File: src/rtl/mem_port_arbiter.sv
// mem_port_arbiter: shares RAM port A between the CPU (requester 0) and a
// secondary master (requester 1). Round-robin grant with a bounded lock for
// bursts, zero-latency grant, and read-data routing after RD_LAT cycles.
//
// Ports:
//   clk, reset                  clock, asynchronous active-high reset
//   req0/1, we0/1, lock0/1      request, write enable, lock request
//   addr0/1, wdata0/1           requester address and write data
//   gnt0/1                      combinational grant (access issued this cycle)
//   rvalid0/1, rdata0/1         registered read-valid, read data (= ram_dout)
//   ram_w, ram_addr, ram_din    RAM port A write enable, address, write data
//   ram_dout                    RAM port A read data
module mem_port_arbiter #(
    parameter int unsigned ADDR_W   = 19,
    parameter int unsigned DATA_W   = 32,
    parameter int unsigned RD_LAT   = 1,
    parameter int unsigned LOCK_MAX = 16
) (
    input  logic              clk,
    input  logic              reset,
    input  logic              req0,
    input  logic              req1,
    input  logic              we0,
    input  logic              we1,
    input  logic              lock0,
    input  logic              lock1,
    input  logic [ADDR_W-1:0] addr0,
    input  logic [ADDR_W-1:0] addr1,
    input  logic [DATA_W-1:0] wdata0,
    input  logic [DATA_W-1:0] wdata1,
    output logic              gnt0,
    output logic              gnt1,
    output logic              rvalid0,
    output logic              rvalid1,
    output logic [DATA_W-1:0] rdata0,
    output logic [DATA_W-1:0] rdata1,
    output logic              ram_w,
    output logic [ADDR_W-1:0] ram_addr,
    output logic [DATA_W-1:0] ram_din,
    input  logic [DATA_W-1:0] ram_dout
);

    localparam int unsigned CNT_W = 8;

    // Arbitration state
    logic             last_q,     last_d;
    logic             lock_act_q, lock_act_d;
    logic             lock_id_q,  lock_id_d;
    logic [CNT_W-1:0] lock_cnt_q, lock_cnt_d;

    // Read-return tag pipeline, one-hot per stage: bit 0 = req0, bit 1 = req1
    logic [1:0] tag_q [RD_LAT];
    logic [1:0] tag_d [RD_LAT];

    logic gnt0_c, gnt1_c;
    logic any_gnt_c, gid_c, other_wait_c, g_lock_c, lock_wins_c, pick_c;

    // Grant selection; gated by reset so nothing is issued while in reset
    always_comb begin
        gnt0_c      = 1'b0;
        gnt1_c      = 1'b0;
        lock_wins_c = lock_act_q && (lock_cnt_q < CNT_W'(LOCK_MAX));
        pick_c      = lock_wins_c ? lock_id_q : ~last_q;
        if (!reset) begin
            if (req0 && !req1) begin
                gnt0_c = 1'b1;
            end else if (req1 && !req0) begin
                gnt1_c = 1'b1;
            end else if (req0 && req1) begin
                gnt0_c = ~pick_c;
                gnt1_c = pick_c;
            end
        end
    end

    assign gnt0 = gnt0_c;
    assign gnt1 = gnt1_c;

    // RAM port mux; requester 0 operands pass through when idle, never a write
    assign ram_w    = gnt1_c ? we1 : (gnt0_c & we0);
    assign ram_addr = gnt1_c ? addr1  : addr0;
    assign ram_din  = gnt1_c ? wdata1 : wdata0;

    // Next-state: last winner, lock holder and bounded lock counter
    always_comb begin
        any_gnt_c    = gnt0_c | gnt1_c;
        gid_c        = gnt1_c;
        other_wait_c = gid_c ? req0 : req1;
        g_lock_c     = gid_c ? lock1 : lock0;

        last_d     = last_q;
        lock_act_d = 1'b0;
        lock_id_d  = lock_id_q;
        lock_cnt_d = '0;

        if (any_gnt_c) begin
            last_d = gid_c;
            if (g_lock_c) begin
                lock_act_d = 1'b1;
                lock_id_d  = gid_c;
                // Same holder keeps counting; a new holder starts fresh
                if (lock_act_q && (lock_id_q == gid_c)) begin
                    lock_cnt_d = lock_cnt_q + {{(CNT_W-1){1'b0}}, other_wait_c};
                end else begin
                    lock_cnt_d = {{(CNT_W-1){1'b0}}, other_wait_c};
                end
            end
        end

        tag_d[0] = {gnt1_c & ~we1, gnt0_c & ~we0};
        for (int i = 1; i < int'(RD_LAT); i++) begin
            tag_d[i] = tag_q[i-1];
        end
    end

    // State registers; reset discards any in-flight read tags
    always_ff @(posedge clk or posedge reset) begin
        if (reset) begin
            last_q     <= 1'b1;
            lock_act_q <= 1'b0;
            lock_id_q  <= 1'b0;
            lock_cnt_q <= '0;
            for (int i = 0; i < int'(RD_LAT); i++) begin
                tag_q[i] <= 2'b00;
            end
        end else begin
            last_q     <= last_d;
            lock_act_q <= lock_act_d;
            lock_id_q  <= lock_id_d;
            lock_cnt_q <= lock_cnt_d;
            for (int i = 0; i < int'(RD_LAT); i++) begin
                tag_q[i] <= tag_d[i];
            end
        end
    end

    assign rvalid0 = tag_q[RD_LAT-1][0];
    assign rvalid1 = tag_q[RD_LAT-1][1];
    assign rdata0  = ram_dout;
    assign rdata1  = ram_dout;

endmodule

File: config.mk
export PLATFORM = sky130hd
export DESIGN_NAME = mem_port_arbiter
export DESIGN_NICKNAME = d
export VERILOG_FILES = /design/src/rtl/mem_port_arbiter.sv
export SDC_FILE = /design/constraint.sdc
export NUM_CORES = 1
export LEC_CHECK = 0
export CAP_MARGIN = 5
export CORE_AREA = 2 2 101 103
export CTS_BUF_LIST = sky130_fd_sc_hd__clkbuf_16
export DETAILED_ROUTE_END_ITERATION = 16
export DIE_AREA = 0 0 103 105
export GPL_TIMING_DRIVEN = 0
export PLACE_DENSITY = 0.7
export SYNTH_ARGS = -nofsm -noshare
export SYNTH_HDL_FRONTEND = slang
export SYNTH_SLANG_ARGS = --single-unit
export TNS_END_PERCENT = 20
File: constraint.sdc
create_clock -name clk -period 2.41 [get_ports clk]
set_input_delay 0.6025 -clock clk [delete_from_list [all_inputs] [get_ports clk]]
set_output_delay 0.6025 -clock clk [all_outputs]
set_load 0.01 [all_outputs]
Yosys cells after proc, flatten, opt, wreduce, memory -nomap -nowiden
Index checks and enable logic that the tools add are counted.
{"block": "totals", "register_bits": 13, "word_cells": 43}
{"block": "op_classes", "addsub": 1, "n_lt_le_gt_ge": 1, "n_eq_ne": 1, "n_mux": 19, "bitwise_logic": 8, "reduce_logical": 8}
{"cell": "32-bit two-way mux", "count": 1}
{"cell": "8-bit two-way mux", "count": 3}
{"cell": "19-bit two-way mux", "count": 1}
{"cell": "1-bit two-way mux", "count": 14}
{"cell": "8-bit by 1-bit adder with 8-bit output", "count": 1}
{"cell": "8-bit by 5-bit < comparator with 1-bit output, second input constant", "count": 1}
{"cell": "1-bit logical AND", "count": 5}
{"cell": "1-bit inverter", "count": 4}
{"cell": "1-bit bitwise AND", "count": 3}
{"cell": "1-bit zero test", "count": 2}
{"cell": "2-bit AND reduction", "count": 1}
{"cell": "1-bit equality test", "count": 1}
{"cell": "1-bit OR", "count": 1}

Depth between registers and ports, before layout
Gate-level depths: netlist of run 1.
{"block": "depth", "depth_word": 12, "mapped_depth": 8, "mapped_depth_nobuf": 7}

Worst setup path before layout of run 1
Ideal clock, no wire load.
{"block": "synth_timing", "path_kind": "flip-flop to output port", "from": "register lock_cnt_q[4]", "to": "output port ram_din[10]", "arrival_ns": 1.961, "required_time_ns": 1.808, "path_slack_ns": -0.154, "stages_incl_launch_ff": 7, "path_buffers": 2, "cell_sequence": "dfrtp_1 > or4b_4 > nand3b_4 > a31oi_4 > buf_6 > buf_8 > mux2_4"}
{"block": "synth_between", "elab_chain_cells": 8}
{"element": "from (decl)", "line_no": "49", "rtl": "logic [CNT_W-1:0] lock_cnt_q, lock_cnt_d;"}
{"element": "from (signal assigned)", "line_no": "130", "rtl": "lock_cnt_q <= lock_cnt_d;"}
{"element": "8-bit by 5-bit < comparator with 1-bit output", "line_no": "62", "rtl": "lock_wins_c = lock_act_q && (lock_cnt_q < CNT_W'(LOCK_MAX));"}
{"element": "1-bit logical AND", "line_no": "62"}
{"element": "1-bit two-way mux", "line_no": "63", "rtl": "pick_c = lock_wins_c ? lock_id_q : ~last_q;"}
{"element": "1-bit two-way mux", "line_no": "69", "rtl": "end else if (req0 && req1) begin"}
{"element": "1-bit two-way mux", "line_no": "67", "rtl": "end else if (req1 && !req0) begin"}
{"element": "1-bit two-way mux", "line_no": "65", "rtl": "if (req0 && !req1) begin"}
{"element": "1-bit two-way mux", "line_no": "64", "rtl": "if (!reset) begin"}
{"element": "32-bit two-way mux", "line_no": "82", "rtl": "assign ram_din = gnt1_c ? wdata1 : wdata0;"}
{"element": "to (decl)", "line_no": "39", "rtl": "output logic [DATA_W-1:0] ram_din,"}
No other way between the ends.

Final worst setup path of run 1
{"block": "layout_timing", "from": "register lock_cnt_q[7]", "to": "output port ram_din[25]"}
Same word-level chain as after synthesis.

==> flow_metrics.py, run 1 <==
metrics = {
    "sta": {
        "setup_viol": 54,
        "period_share_pct": 128,
        "timing.slew.headroom_pct": 67.0,
        "worst_slack_ns": -0.664,
        "finClkSkew_ns": 0.00343,
        "max_freq_mhz": 325,
        "rsz0062_at_grt": "true",
        "timing_max_transition_violations_final": 0,
        "total_negative_slack_ns": -30.66,
        "post-route-min-period_ns": 3.07,
        "worst_slew_pin_slew_ns": 0.490,
        "finalHoldViolations": 0,
    },
    "power_and_ir_drop": {
        "combinationalPowerShare_pct": 63.3,
        "cellLeakagePower_nw": 2.25,
        "vdd_ir_drop_max_mv": 0.503,
        "power_density_nw_per_um2": 302,
        "swShare_pct": 26.5,
        "power.clock.fraction_pct": 20.4,
        "intPower_w": 0.00109,
        "p_sw_w": 0.000391,
        "sequentialPowerShare_pct": 16.3,
    },
    "global_routing": {
        "grt_max_degree": 16,
        "grt_pass1_vias": 2418,
        "wire_length_of_the_first_global_routing_pass_um": 13400,
        "grt_usage_pct": 16.3,
        "antenna_found_initial": 1,
        "grt.overflow.total": 0,
    },
    "setup_path": {
        "cp_max_fo": 6,
        "critical_path.cell_chain": "or4b_4 > o21bai_4 > a31oi_4 > buf_12 > buf_12 > buf_8 > buf_16 > mux2_4 > buf_6",
        "cpPeakStageDelay_ns": 0.58,
        "critPathRequiredTime_ns": 1.81,
        "critical_path.startpoint_type": "register",
        "cp_common_cell": "sky130_fd_sc_hd__buf_12",
        "worstSetupEndpointType": "primary output",
        "cpLargestDelayFamily": "buffers and inverters",
        "criticalPathCategory": "reg -> out",
        "crit_buf_inv": 5,
        "crit_slowest_cell": "sky130_fd_sc_hd__or4b_4",
        "critPathArrivalTime_ns": 2.47,
    },
    "placed_design": {
        "port_buffers": 228,
        "postPlaceCellArea_um2": 4410,
        "place_congestion": 0.740,
        "hpwl_after_dpl_um": 8040,
    },
    "clock_tree": {
        "clock_sink_count": 13,
        "cts_hold_buf": 0,
        "max-clock-path-buffers": 2,
        "later_pin_clock_latency_in_the_skew_report_ns": 0.24,
        "clock_buffer_count_from_cts": 3,
        "tritoncts_clock_tree": "yes",
        "ctsRootBufferMaster": "sky130_fd_sc_hd__clkbuf_16",
        "cts-htree-levels": 1,
        "cts.reportedPaths.clkPinSlew_ns": 0.04,
    },
    "yosys": {
        "syn_avg_cell_area_um2": 10.1,
        "synth-seq-area-share_pct": 16.7,
        "post_synth_inst_count": 194,
        "netlist_top_cells_area": "sky130_fd_sc_hd__buf_4 26%, sky130_fd_sc_hd__mux2_4 18%, sky130_fd_sc_hd__mux2_2 16%",
        "synth_largest_area_cell": "sky130_fd_sc_hd__buf_4",
        "syn_area_um2": 1960,
        "ys_warn_count": 0,
        "synth_top_area_share_pct": 25.7,
        "synth_net_count": 338,
        "synth.distinct_cells": 36,
        "synth-seq-cells": 13,
    },
    "cells_and_area": {
        "syn2layout_area_growth_pct": 150,
        "fin_nets": 589,
        "antennaDiodeCount": 0,
        "ratio_of_cells_with_drive_above_1_in_the_final_layout_pct": 47.5,
        "final_design_area_no_fill_um2": 4900,
    },
    "status": {
        "failed_checks": "negative setup slack",
        "run_status": "finished, violations left",
    },
    "routing": {
        "post_drt_via_cell_ratio": 3.99,
        "remaining_drc_errors": 0,
        "drt-initial-drc-count": 45,
        "routed_wire_length_per_instance_um": 16.4,
        "antenna_violating_nets_post_route": 0,
        "routed-via-count": 2304,
        "drt_wl_total_um": 9460,
        "detail_route.first_pass.iterations": 4,
    },
    "worst_hold_path": {
        "timing.hold.worst.class": "in -> async",
    },
    "die": {
        "core_box_area_um2": 9640,
        "fp-row-count": 36,
        "io_pins": 262,
        "dieWidth_um": 103,
        "floorplan.initialDensity_pct": 20.3,
        "die-area_um2": 10800,
        "die-height_um": 105,
    },
    "job": {
        "maxCapViolations": 0,
    },
}
final timing paths:
check	from	to	slack, ns	cells after the start
max	lock_cnt_q[7]$_DFF_PP0_	ram_din[25]	-0.66	9
min	reset	lock_id_q$_DFFE_PP0P_	0.45	2
max reg2reg	lock_cnt_q[7]$_DFF_PP0_	lock_id_q$_DFFE_PP0P_	0.22	8
min reg2reg	last_q$_DFFE_PP1P_	last_q$_DFFE_PP1P_	0.53	1
max in group asynchronous	reset	last_q$_DFFE_PP1P_	1.70	2
min in group clk	last_q$_DFFE_PP1P_	last_q$_DFFE_PP1P_	0.53	1
power groups by stage:
stage          logic [W]  registers [W]  clock network [W]
2_1_floorplan   0.000350       0.000241                  0
3_3_place_gp    0.000819       0.000243                  0
3_5_place_dp    0.000827       0.000244                  0
4_1_cts         0.000934       0.000241           0.000309
5_1_grt         0.000988       0.000243           0.000325
6_report        0.000935       0.000241           0.000302
layout by cell type, fill, tap and decap left out, types with 2 or more instances in the layout:
| cell | instances |
|---|---|
| sky130_fd_sc_hd__buf_4 | 74 |
| sky130_fd_sc_hd__buf_12 | 6 |
| sky130_fd_sc_hd__clkdlybuf4s50_1 | 172 |
| sky130_fd_sc_hd__buf_2 | 5 |
| sky130_fd_sc_hd__mux2i_1 | 2 |
| sky130_fd_sc_hd__mux2_4 | 49 |
| sky130_fd_sc_hd__nand3_1 | 4 |
| sky130_fd_sc_hd__nand2_1 | 5 |
| sky130_fd_sc_hd__xor2_1 | 3 |
| sky130_fd_sc_hd__nor2_1 | 10 |
| sky130_fd_sc_hd__xnor2_1 | 3 |
| sky130_fd_sc_hd__buf_16 | 2 |
| sky130_fd_sc_hd__clkbuf_16 | 3 |
| sky130_fd_sc_hd__buf_6 | 53 |
| sky130_fd_sc_hd__inv_1 | 6 |
| sky130_fd_sc_hd__and3_1 | 2 |
| sky130_fd_sc_hd__ha_1 | 2 |
| sky130_fd_sc_hd__buf_8 | 2 |
| sky130_fd_sc_hd__mux2_2 | 3 |
| sky130_fd_sc_hd__dfrtp_1 | 12 |
layout make-up:
cell class                 count  area (um2)
buffer                        71         591
clock buffer                   3        75.1
multi-input combinational    104        1170
fill                         904        4740
clock inverter                 1        3.75
tap                          133         166
inverter                       6        26.3
sequential                    13         327
timing repair buffer         246        2540
metrics by stage:
| stage | hold WS (ns) | std cells | power, W | util [%] | setup WS [ns] |
|---|---|---|---|---|---|
| after detailed placement | 0.522 | 555 | 0.00107 | 45.8 | -1.04 |
| final | 0.450 | 577 | 0.00148 | 50.8 | -0.664 |
| after CTS | 0.531 | 577 | 0.00148 | 50.5 | -0.716 |
| after global placement | 0.514 | 555 | 0.00106 | 45.8 | -1.00 |
| after floorplan | 0.493 | 194 | 0.000592 | - | -0.108 |
| after global routing | 0.481 | 577 | 0.00156 | 50.8 | -0.751 |
layer usage:
layer / vias to the layer above / global-route usage [%] / wire (um)
met5: - / 0 / 11
met4: 2 / 4.42 / 217
met3: 16 / 3.68 / 708
met2: 102 / 30.8 / 5100
met1: 1086 / 17.6 / 3420
li1: 1098 / - / -
cells in the mapped netlist:
master                     count
sky130_fd_sc_hd__and3_2        1
sky130_fd_sc_hd__nand3b_4      1
sky130_fd_sc_hd__ha_1          2
sky130_fd_sc_hd__o31ai_1       1
sky130_fd_sc_hd__or2_2         1
sky130_fd_sc_hd__a41o_1        1
sky130_fd_sc_hd__nand3_1       4
sky130_fd_sc_hd__a21o_1        1
sky130_fd_sc_hd__dfstp_2       1
sky130_fd_sc_hd__nand2_1       5
sky130_fd_sc_hd__nand4_1       1
sky130_fd_sc_hd__mux2i_1       2
sky130_fd_sc_hd__or4b_4        1
sky130_fd_sc_hd__o21ai_0       1
sky130_fd_sc_hd__and2_1        1
sky130_fd_sc_hd__xor2_1        3
sky130_fd_sc_hd__nand2b_1      1
sky130_fd_sc_hd__nor4b_1       1
sky130_fd_sc_hd__buf_4        67
sky130_fd_sc_hd__buf_8         3
sky130_fd_sc_hd__a21oi_1       2
sky130_fd_sc_hd__a211o_2       1
sky130_fd_sc_hd__o22ai_1       1
sky130_fd_sc_hd__dfrtp_1      12
sky130_fd_sc_hd__buf_6         1
sky130_fd_sc_hd__a31oi_4       1
sky130_fd_sc_hd__mux2_2       28
sky130_fd_sc_hd__xnor2_1       3
sky130_fd_sc_hd__nor2b_1       1
sky130_fd_sc_hd__nor2_1       10
sky130_fd_sc_hd__a21o_2        1
sky130_fd_sc_hd__mux2_4       24
sky130_fd_sc_hd__o21bai_2      1
sky130_fd_sc_hd__inv_1         6
sky130_fd_sc_hd__o21a_1        1
sky130_fd_sc_hd__and3_1        2
what timing repair did:
item                       CTS  global route
resized for setup          303            14
setup endpoints to repair   54            54
gates cloned                 4             0
buffers inserted            14             0
pin swaps                    2             3
registers in the layout (all words and copies together) (netlist names):
name	flops
last_q	1
lock_act_q	1
lock_cnt_q	8
lock_id_q	1
tag_q	2
cells by family (layout without fill, tap and decap cells):
logic type | after synthesis | in the layout | share of synthesized area (%)
AND/OR/NAND/NOR | 30 | 30 | 8.70
adder cells (fa/ha/maj) | 2 | 2 | 1.28
XOR/XNOR | 6 | 6 | 2.69
multiplexers | 54 | 54 | 35.6
flip-flops | 13 | 13 | 16.7
buffers and inverters | 77 | 327 | 29.7
AO/OA/AOI/OAI | 12 | 12 | 5.37
Note: power is estimated with default switching activity, not from simulation.
==> inputs of run 2 (changes only) <==
Settings changed: RECOVER_POWER set to 25.
==> run 2 against run 1 <==
Compared with the run above: the run still ends with negative setup slack left; critical path type unchanged; flip-flop and latch count did not move; fmax barely moved; non-clock buffer count did not move; final cell count did not move.
==> flow_metrics.py, run 2 (same netlist as run 1, synthesis figures left out) <==
metrics = {
    "status": {
        "run_status": "finished, violations left",
        "failed_checks": "negative setup slack",
    },
    "sta": {
        "post-route-min-period_ns": 3.07,
        "finalHoldViolations": 0,
        "period_share_pct": 128,
        "timing.slew.headroom_pct": 59.7,
        "rsz0062_at_grt": "true",
        "worst_slack_ns": -0.664,
        "worst_slew_pin_slew_ns": 0.602,
        "finClkSkew_ns": 0.00343,
        "timing_max_transition_violations_final": 0,
        "max_freq_mhz": 325,
        "holdWs_ns": 0.492,
        "setup_viol": 54,
    },
    "power_and_ir_drop": {
        "cellLeakagePower_nw": 2.24,
        "vdd_ir_drop_max_mv": 0.502,
        "power_density_nw_per_um2": 301,
    },
    "cells_and_area": {
        "number_of_flip_flops_in_the_largest_register": 8,
        "final_common_cell": "sky130_fd_sc_hd__clkdlybuf4s50_1",
        "syn2layout_area_growth_pct": 150,
        "antennaDiodeCount": 0,
        "ratio_of_cells_with_drive_above_1_in_the_final_layout_pct": 47.5,
        "layout_top_registers": "lock_cnt_q: 8 flops, tag_q: 2 flops",
        "fin_nets": 589,
        "finalNonFillerCells": 577,
        "layout.cells.most_common_list": "163 x sky130_fd_sc_hd__clkdlybuf4s50_1, 74 x sky130_fd_sc_hd__buf_4, 53 x sky130_fd_sc_hd__buf_6, 49 x sky130_fd_sc_hd__mux2_4, 12 x sky130_fd_sc_hd__dfrtp_1",
        "largest_register": "lock_cnt_q",
    },
    "setup_path": {
        "cp_common_cell": "sky130_fd_sc_hd__buf_12",
        "critical_path.startpoint_type": "register",
        "r2r_end": "lock_id_q$_DFFE_PP0P_",
        "critPathRequiredTime_ns": 1.81,
        "worstRegToRegCells": 8,
        "worstSetupEndpointType": "primary output",
        "critPathArrivalTime_ns": 2.47,
        "crit_slowest_cell": "sky130_fd_sc_hd__or4b_4",
        "reg2reg_from": "lock_cnt_q[7]$_DFF_PP0_",
        "cpPeakStageDelay_ns": 0.58,
        "crit_buf_inv": 5,
        "cpLargestDelayFamily": "buffers and inverters",
        "critPathLaunch": "lock_cnt_q[7]$_DFF_PP0_",
        "ff2ff_setup_slack_ns": 0.22,
        "endpoint": "ram_din[25]",
        "criticalPathCategory": "reg -> out",
        "critical_path.cell_chain": "or4b_4 > o21bai_4 > a31oi_4 > buf_12 > buf_12 > buf_8 > buf_16 > mux2_4 > buf_6",
        "cp_max_fo": 6,
        "worst-path-stages": 9,
    },
    "clock_tree": {
        "max-clock-path-buffers": 2,
        "later_pin_clock_latency_in_the_skew_report_ns": 0.24,
        "ctsRootBufferMaster": "sky130_fd_sc_hd__clkbuf_16",
        "clock_sink_count": 13,
        "cts.reportedPaths.clkPinSlew_ns": 0.04,
        "clock_buffer_count_from_cts": 3,
        "tritoncts_clock_tree": "yes",
        "cts-htree-levels": 1,
    },
    "die": {
        "floorplan.initialDensity_pct": 20.3,
        "io_pins": 262,
        "core_box_area_um2": 9640,
        "die-height_um": 105,
        "die-area_um2": 10800,
        "fp-row-count": 36,
        "dieWidth_um": 103,
    },
    "routing": {
        "drt_wl_total_um": 9460,
        "drt-initial-drc-count": 37,
        "routed-via-count": 2302,
        "remaining_drc_errors": 0,
        "detail_route.first_pass.iterations": 4,
        "routed_wire_length_per_instance_um": 16.4,
        "post_drt_via_cell_ratio": 3.99,
        "antenna_violating_nets_post_route": 0,
    },
    "job": {
        "maxCapViolations": 0,
    },
    "global_routing": {
        "grt.overflow.total": 0,
        "wire_length_of_the_first_global_routing_pass_um": 13400,
        "grt_pass1_vias": 2418,
        "grt_usage_pct": 16.3,
        "antenna_found_initial": 1,
        "grt_max_degree": 16,
    },
    "worst_hold_path": {
        "timing.hold.worst.class": "in -> async",
    },
    "placed_design": {
        "dp_slack_ns": -1.04,
        "port_buffers": 228,
        "post-place-cells": 555,
        "hpwl_after_dpl_um": 8040,
        "place_congestion": 0.740,
    },
}
[run 2: layer usage]
| layer | vias up | track usage, % | wire length (um) |
|---|---|---|---|
| li1 | 1098 | - | - |
| met1 | 1086 | 17.6 | 3440 |
| met2 | 100 | 30.8 | 5100 |
| met3 | 16 | 3.68 | 697 |
| met4 | 2 | 4.42 | 217 |
| met5 | - | 0 | 11 |
[run 2: where the power goes]
group | total (W) | switching [W] | internal, W
Sequential | 0.000241 | 0.0000112 | 0.000230
Combinational | 0.000930 | 0.000296 | 0.000634
Clock | 0.000302 | 0.0000835 | 0.000218
[run 2: metrics by stage]
step | utilization [%] | instance area, um2 | TNS (ns) | power (W)
2_1_floorplan | - | 1960 | -2.95 | 0.000592
3_3_place_gp | 45.8 | 4410 | -48.70 | 0.00106
3_5_place_dp | 45.8 | 4410 | -51.17 | 0.00107
4_1_cts | 50.5 | 4870 | -34.00 | 0.00148
5_1_grt | 50.7 | 4890 | -35.31 | 0.00155
6_report | 50.7 | 4890 | -30.72 | 0.00147
[run 2: how the worst min path moves through the flow]
stage | cells past startpoint | end | start
floorplan | 1 | lock_act_q$_DFF_PP0_ | reset
global placement | 1 | last_q$_DFFE_PP1P_ | last_q$_DFFE_PP1P_
detailed placement | 1 | last_q$_DFFE_PP1P_ | last_q$_DFFE_PP1P_
CTS | 1 | last_q$_DFFE_PP1P_ | last_q$_DFFE_PP1P_
global route | 1 | last_q$_DFFE_PP1P_ | last_q$_DFFE_PP1P_
finish | 2 | lock_id_q$_DFFE_PP0P_ | reset
[run 2: layout make-up]
class / instances / area, um2
Clock inverter: 1 / 3.75
Tap cell: 133 / 166
Fill cell: 906 / 4750
Multi-Input combinational cell: 104 / 1170
Inverter: 6 / 23.8
Clock buffer: 3 / 75.1
Sequential cell: 13 / 327
Timing Repair Buffer: 246 / 2530
Buffer: 71 / 591
[run 2: what timing repair did]
item | in CTS | in global routing
gates cloned | 4 | 0
hold buffers | 0 | 0
buffers inserted | 14 | 0
setup endpoints to repair | 54 | 54
pin swaps | 2 | 3
resized for setup | 303 | 14
[run 2: worst register-to-register path: stages (launching register included)]
cell and delay [ns]:
sky130_fd_sc_hd__dfrtp_1 0.37, sky130_fd_sc_hd__or4b_4 0.58, sky130_fd_sc_hd__o21bai_4 0.20, sky130_fd_sc_hd__a31oi_4 0.12, sky130_fd_sc_hd__buf_12 0.14, sky130_fd_sc_hd__buf_12 0.13
sky130_fd_sc_hd__buf_12 0.14, sky130_fd_sc_hd__buf_4 0.14, sky130_fd_sc_hd__mux2_2 0.25
==> RTL change 1: new RTL, settings of run 2 <==
Set the parameter `ADDR_W` to 38 (it was 19).
--- a/src/rtl/mem_port_arbiter.sv
+++ b/src/rtl/mem_port_arbiter.sv
@@ -12,5 +12,5 @@
 //   ram_dout                    RAM port A read data
 module mem_port_arbiter #(
-    parameter int unsigned ADDR_W   = 19,
+    parameter int unsigned ADDR_W   = 38,
     parameter int unsigned DATA_W   = 32,
     parameter int unsigned RD_LAT   = 1,
Interface: changed (resized addr0, addr1 and ram_addr); port bits go from 262 to 319. The function was not compared with the original's and may differ.
==> RTL change 1 against run 2 <==
- the flow still finishes with violations (setup timing)
- hold slack better by 0.045 ns
- synthesized area increased by 15%
- total power up 16%
- clock power rose by 4%
- count of clock-buffer cells in the layout stayed put
- clock skew barely moved
- cell area rose by 19%
- synthesized cell count increased by 15%
- worst setup slack better by 0.19 ns
- global-route usage up 5.8 points
- wire length rose by 37%
- sequential cell count is the same
- critical endpoint is now ram_addr[28]
==> RTL change 1: results (changes against run 2) <==
R2R Setup Slk = 0.31 ns (+0.09 ns)
Vias in the first global route = 3080 (+27%)
Worst hold path type = reg -> reg
Met1 Use GR = 0.242 (+0.0663)
RR Endpoint = lock_cnt_q[0]
Leakage power = 0.00270 uW (+20%)
Skew final = 0.00302 ns (-0.000405 ns)
Final worst slack = -0.474 ns (+0.190 ns)
Largest net degree at the start of global routing = 14 (-2)
GP Congestion = 0.823 (+11%)
Power share of the combinational group = 0.674 (+0.043)
DPL Wire Length = 10.8 mm (+34%)
Post-Route WL = 13.0 mm (+37%)
Data arrival, critical path = 2.28 ns (-0.19 ns)
Synth cell count leaders = 64 x buf_4, 36 x mux2_2, 35 x mux2_4
Met3 wire length = 1.50 mm (+120%)
Status = finished, violations left
Slew margin rel. = 0.569 (-0.0275)
Global-route wire length before repair = 17.8 mm (+32%)
Non-filler cells, final = 683 (+18%)
Setup_tns = -27.33 ns (+3.39 ns)
Crit-path max cell delay = 0.38 ns (-0.20 ns)
Dpl cells = 642 (+16%)
Met3 Usage GRT = 0.0896 (+0.0528)
Hold path endpoint = last_q
IO Port Bufs = 285 (+25%)
Unique cell type count in the Yosys netlist = 37 (+2.8%)
Initial DRC count = 59 (+59%)
Worst-path maximum fanout = 8 (+2)
Placed instance area = 5280 um2 (+20%)
Final setup violation count = 73 (+35%)
FF-to-FF Start = lock_cnt_q[6]
All-Layer GR Usage = 0.221 (+0.0585)
FFs w/ async S/R, synth = 1.00 (unchanged)
Syn_nets = 406 (+20%)
Metal-1 WL = 4.59 mm (+34%)
Antenna violations before repair = 8 (+7)
CP max-delay cell = dfrtp_1
Failing checks = setup timing
Proportion of layout cells with a drive suffix above 1 = 0.488 (+0.0129)
Met2 usage = 0.400 (+0.0928)
Ys flop type = dfrtp_1
Seq/Total Area, Yosys = 0.145 (-0.0222)
Vias = 2930 (+27%)
Nets = 730 (+24%)
-- RTL change 1: timing repair --
item | CTS | global route
endpoints found under the setup margin | 82 | 73
buffers inserted | 26 | 5
cloned | 3 | 1
pin swaps | 3 | 5
resized for setup | 399 | 10
-- RTL change 1: cells by family (layout without fill, tap and decap cells) --
| logic type | count (synthesis) | after routing | synth area share |
|---|---|---|---|
| adders and majority gates | 2 | 2 | 0.0111 |
| AOI/OAI and AO/OA | 18 | 18 | 0.0643 |
| buffers and inverters | 79 | 402 | 0.256 |
| muxes | 72 | 72 | 0.417 |
| DFF | 13 | 13 | 0.145 |
| other | 0 | 3 | 0 |
| xor gates and xnor gates | 6 | 6 | 0.0233 |
| and+or+nand+nor | 34 | 34 | 0.0837 |
-- RTL change 1: through the flow --
| step | hold slack (ns) | setup slack [ns] | power [uW] |
|---|---|---|---|
| floorplan | 0.477 | 0.0536 | 668 |
| global placement | 0.500 | -1.26 | 1270 |
| global route | 0.564 | -0.548 | 1790 |
| detailed placement | 0.508 | -1.23 | 1290 |
| CTS | 0.526 | -0.539 | 1710 |
| finish | 0.537 | -0.474 | 1710 |
-- RTL change 1: how the worst max path moves through the flow --
stage / startpoint / to / slack [ns] / cells past startpoint
floorplan: req1 / ram_addr[33] / 0.05 / 6
global placement: req0 / ram_din[25] / -1.26 / 7
detailed placement: req0 / ram_din[25] / -1.23 / 7
CTS: lock_cnt_q[7] / ram_din[2] / -0.54 / 8
global route: lock_cnt_q[6] / ram_addr[28] / -0.55 / 9
finish: lock_cnt_q[6] / ram_addr[28] / -0.47 / 9
-- RTL change 1: area by class of cell --
class	instances	area (um2)
multi-input combinational	132	1400
clock inverter	1	3.75
timing repair buffer	319	3210
antenna	3	7.51
clock buffer	3	75.1
tap	133	166
fill	847	3800
inverter	5	18.8
buffer	74	624
sequential	13	327
==> RTL change 2: new RTL, settings of run 2 <==
Without the edit above. Make the reset (`reset`) synchronous in one clocked block. Comments in the files are not updated.
--- a/src/rtl/mem_port_arbiter.sv
+++ b/src/rtl/mem_port_arbiter.sv
@@ -115,5 +115,5 @@
 
     // State registers; reset discards any in-flight read tags
-    always_ff @(posedge clk or posedge reset) begin
+    always_ff @(posedge clk) begin
         if (reset) begin
             last_q     <= 1'b1;
Function: differs if reset is asserted again (counterexample within 4 cycles, from zero or initial values and one cycle with reset high); with reset held inactive, the same outputs for 10 cycles.
==> RTL change 2 against run 2 <==
- the run still ends with setup timing left
- sequential cell count did not move
- worst setup slack got worse by 0.069 ns
- sequential share of layout area down 1.2 points
- total power shrank 5.1%
- count of clock-buffer cells in the layout unchanged
- synthesized cell count fell by 0.52%
- first-iteration DRC count down 43%
- cell area down 0.61%
- synthesized area is 8.5% lower
- register-to-register slack got worse by 0.07 ns
- wire length is 3.0% lower
- utilization is 0.31 points lower
- critical path depth decreased by 1
==> RTL change 2: results (changes against run 2) <==
IO Port Bufs = 229 (+0.44%)
Post-Route WL = 9.18 mm (-3.0%)
Final worst slack = -0.733 ns (-0.0691 ns)
Filler cell count = 914 (+0.88%)
Seq/Total Area, Yosys = 0.145 (-0.0215)
Largest net degree at the start of global routing = 11 (-5)
R2R Setup Slk = 0.15 ns (-0.07 ns)
Ys flop type = dfxtp_1
Resized cells post-CTS = 258 (-15%)
FFs w/ async S/R, synth = 0 (-1.00)
Final setup violation count = 54 (unchanged)
CP Capture Point = ram_addr[17]
Data arrival, critical path = 2.54 ns (+0.07 ns)
Skew final = 0.000789 ns (-0.00264 ns)
Failing checks = setup timing
GP Congestion = 0.840 (+14%)
Critical Path Start = lock_cnt_q[4]
Synth cell count leaders = 64 x buf_4, 48 x mux2_2, 13 x dfxtp_1
Worst hold path type = reg -> reg
Via-per-instance ratio = 4.01 (+0.43%)
Vias in the first global route = 2344 (-3.1%)
Unique cell type count in the Yosys netlist = 34 (-5.6%)
Setup_tns = -36.73 ns (-6.01 ns)
Proportion of layout cells with a drive suffix above 1 = 0.471 (-0.00424)
Slew at the pin closest to its max-slew limit = 0.409 ns (-0.193 ns)
Non-filler cells, final = 583 (+1.0%)
Initial DRC count = 21 (-43%)
Worst-path maximum fanout = 7 (+1)
RR Endpoint = lock_cnt_q[3]
Main area contributors after synthesis = mux2_2 30%, buf_4 27%, dfxtp_1 15%
Global-route wire length before repair = 12.8 mm (-4.9%)
Setup Buffers After CTS = 9 (-5)
Leakage power = 0.00213 uW (-4.9%)
Worst ir drop on vdd = 0.371 mV (-26%)
Status = finished, violations left
All-Layer GR Usage = 0.154 (-0.00829)
Nets = 593 (+0.68%)
Antenna violations before repair = 6 (+5)
[RTL change 2: kinds of logic after synthesis]
family,Yosys count,synth area share
AOI/OAI and AO/OA,24,0.105
adders and majority gates,2,0.0140
muxes,51,0.321
buffers and inverters,74,0.311
xor gates and xnor gates,6,0.0293
DFF,13,0.145
and+or+nand+nor,23,0.0748
[RTL change 2: power groups by stage]
stage	logic [uW]	registers, uW	clock network, uW
2_1_floorplan	332	230	0
3_3_place_gp	789	230	0
3_5_place_dp	798	230	0
4_1_cts	834	225	316
5_1_grt	911	226	324
6_report	860	226	312
[RTL change 2: layer usage]
layer	track usage	wire length, um	vias up
met1	0.159	3200	1060
met4	0.0357	144	8
met5	0	57	-
li1	-	-	1133
met2	0.281	4680	116
met3	0.0696	1100	19
[RTL change 2: through the flow]
stage	total power [uW]	util	hold WS, ns	cell area (um2)	worst slack [ns]
after detailed placement	1030	0.460	0.551	4430	-1.15
after global routing	1460	0.503	0.603	4850	-0.781
after floorplan	561	-	0.499	1970	-0.259
after global placement	1020	0.460	0.532	4430	-1.14
final	1400	0.504	0.574	4860	-0.733
after CTS	1380	0.484	0.556	4670	-0.875
[RTL change 2: cell type report]
cell class | count | area share
Antenna cell | 2 | 0.00103
Buffer | 71 | 0.121
Clock buffer | 3 | 0.0155
Clock inverter | 1 | 0.000773
Inverter | 3 | 0.00232
Multi-Input combinational cell | 106 | 0.244
Sequential cell | 13 | 0.0546
Tap cell | 133 | 0.0343
Timing Repair Buffer | 251 | 0.526
[RTL change 2: critical path, stage by stage (launching register included)]
cell and delay, ns:
dfxtp_4 0.34, or4b_4 0.51, or3b_4 0.40, a31oi_4 0.19, buf_12 0.15, buf_8 0.13
clkbuf_16 0.15, mux2_4 0.30, buf_6 0.12
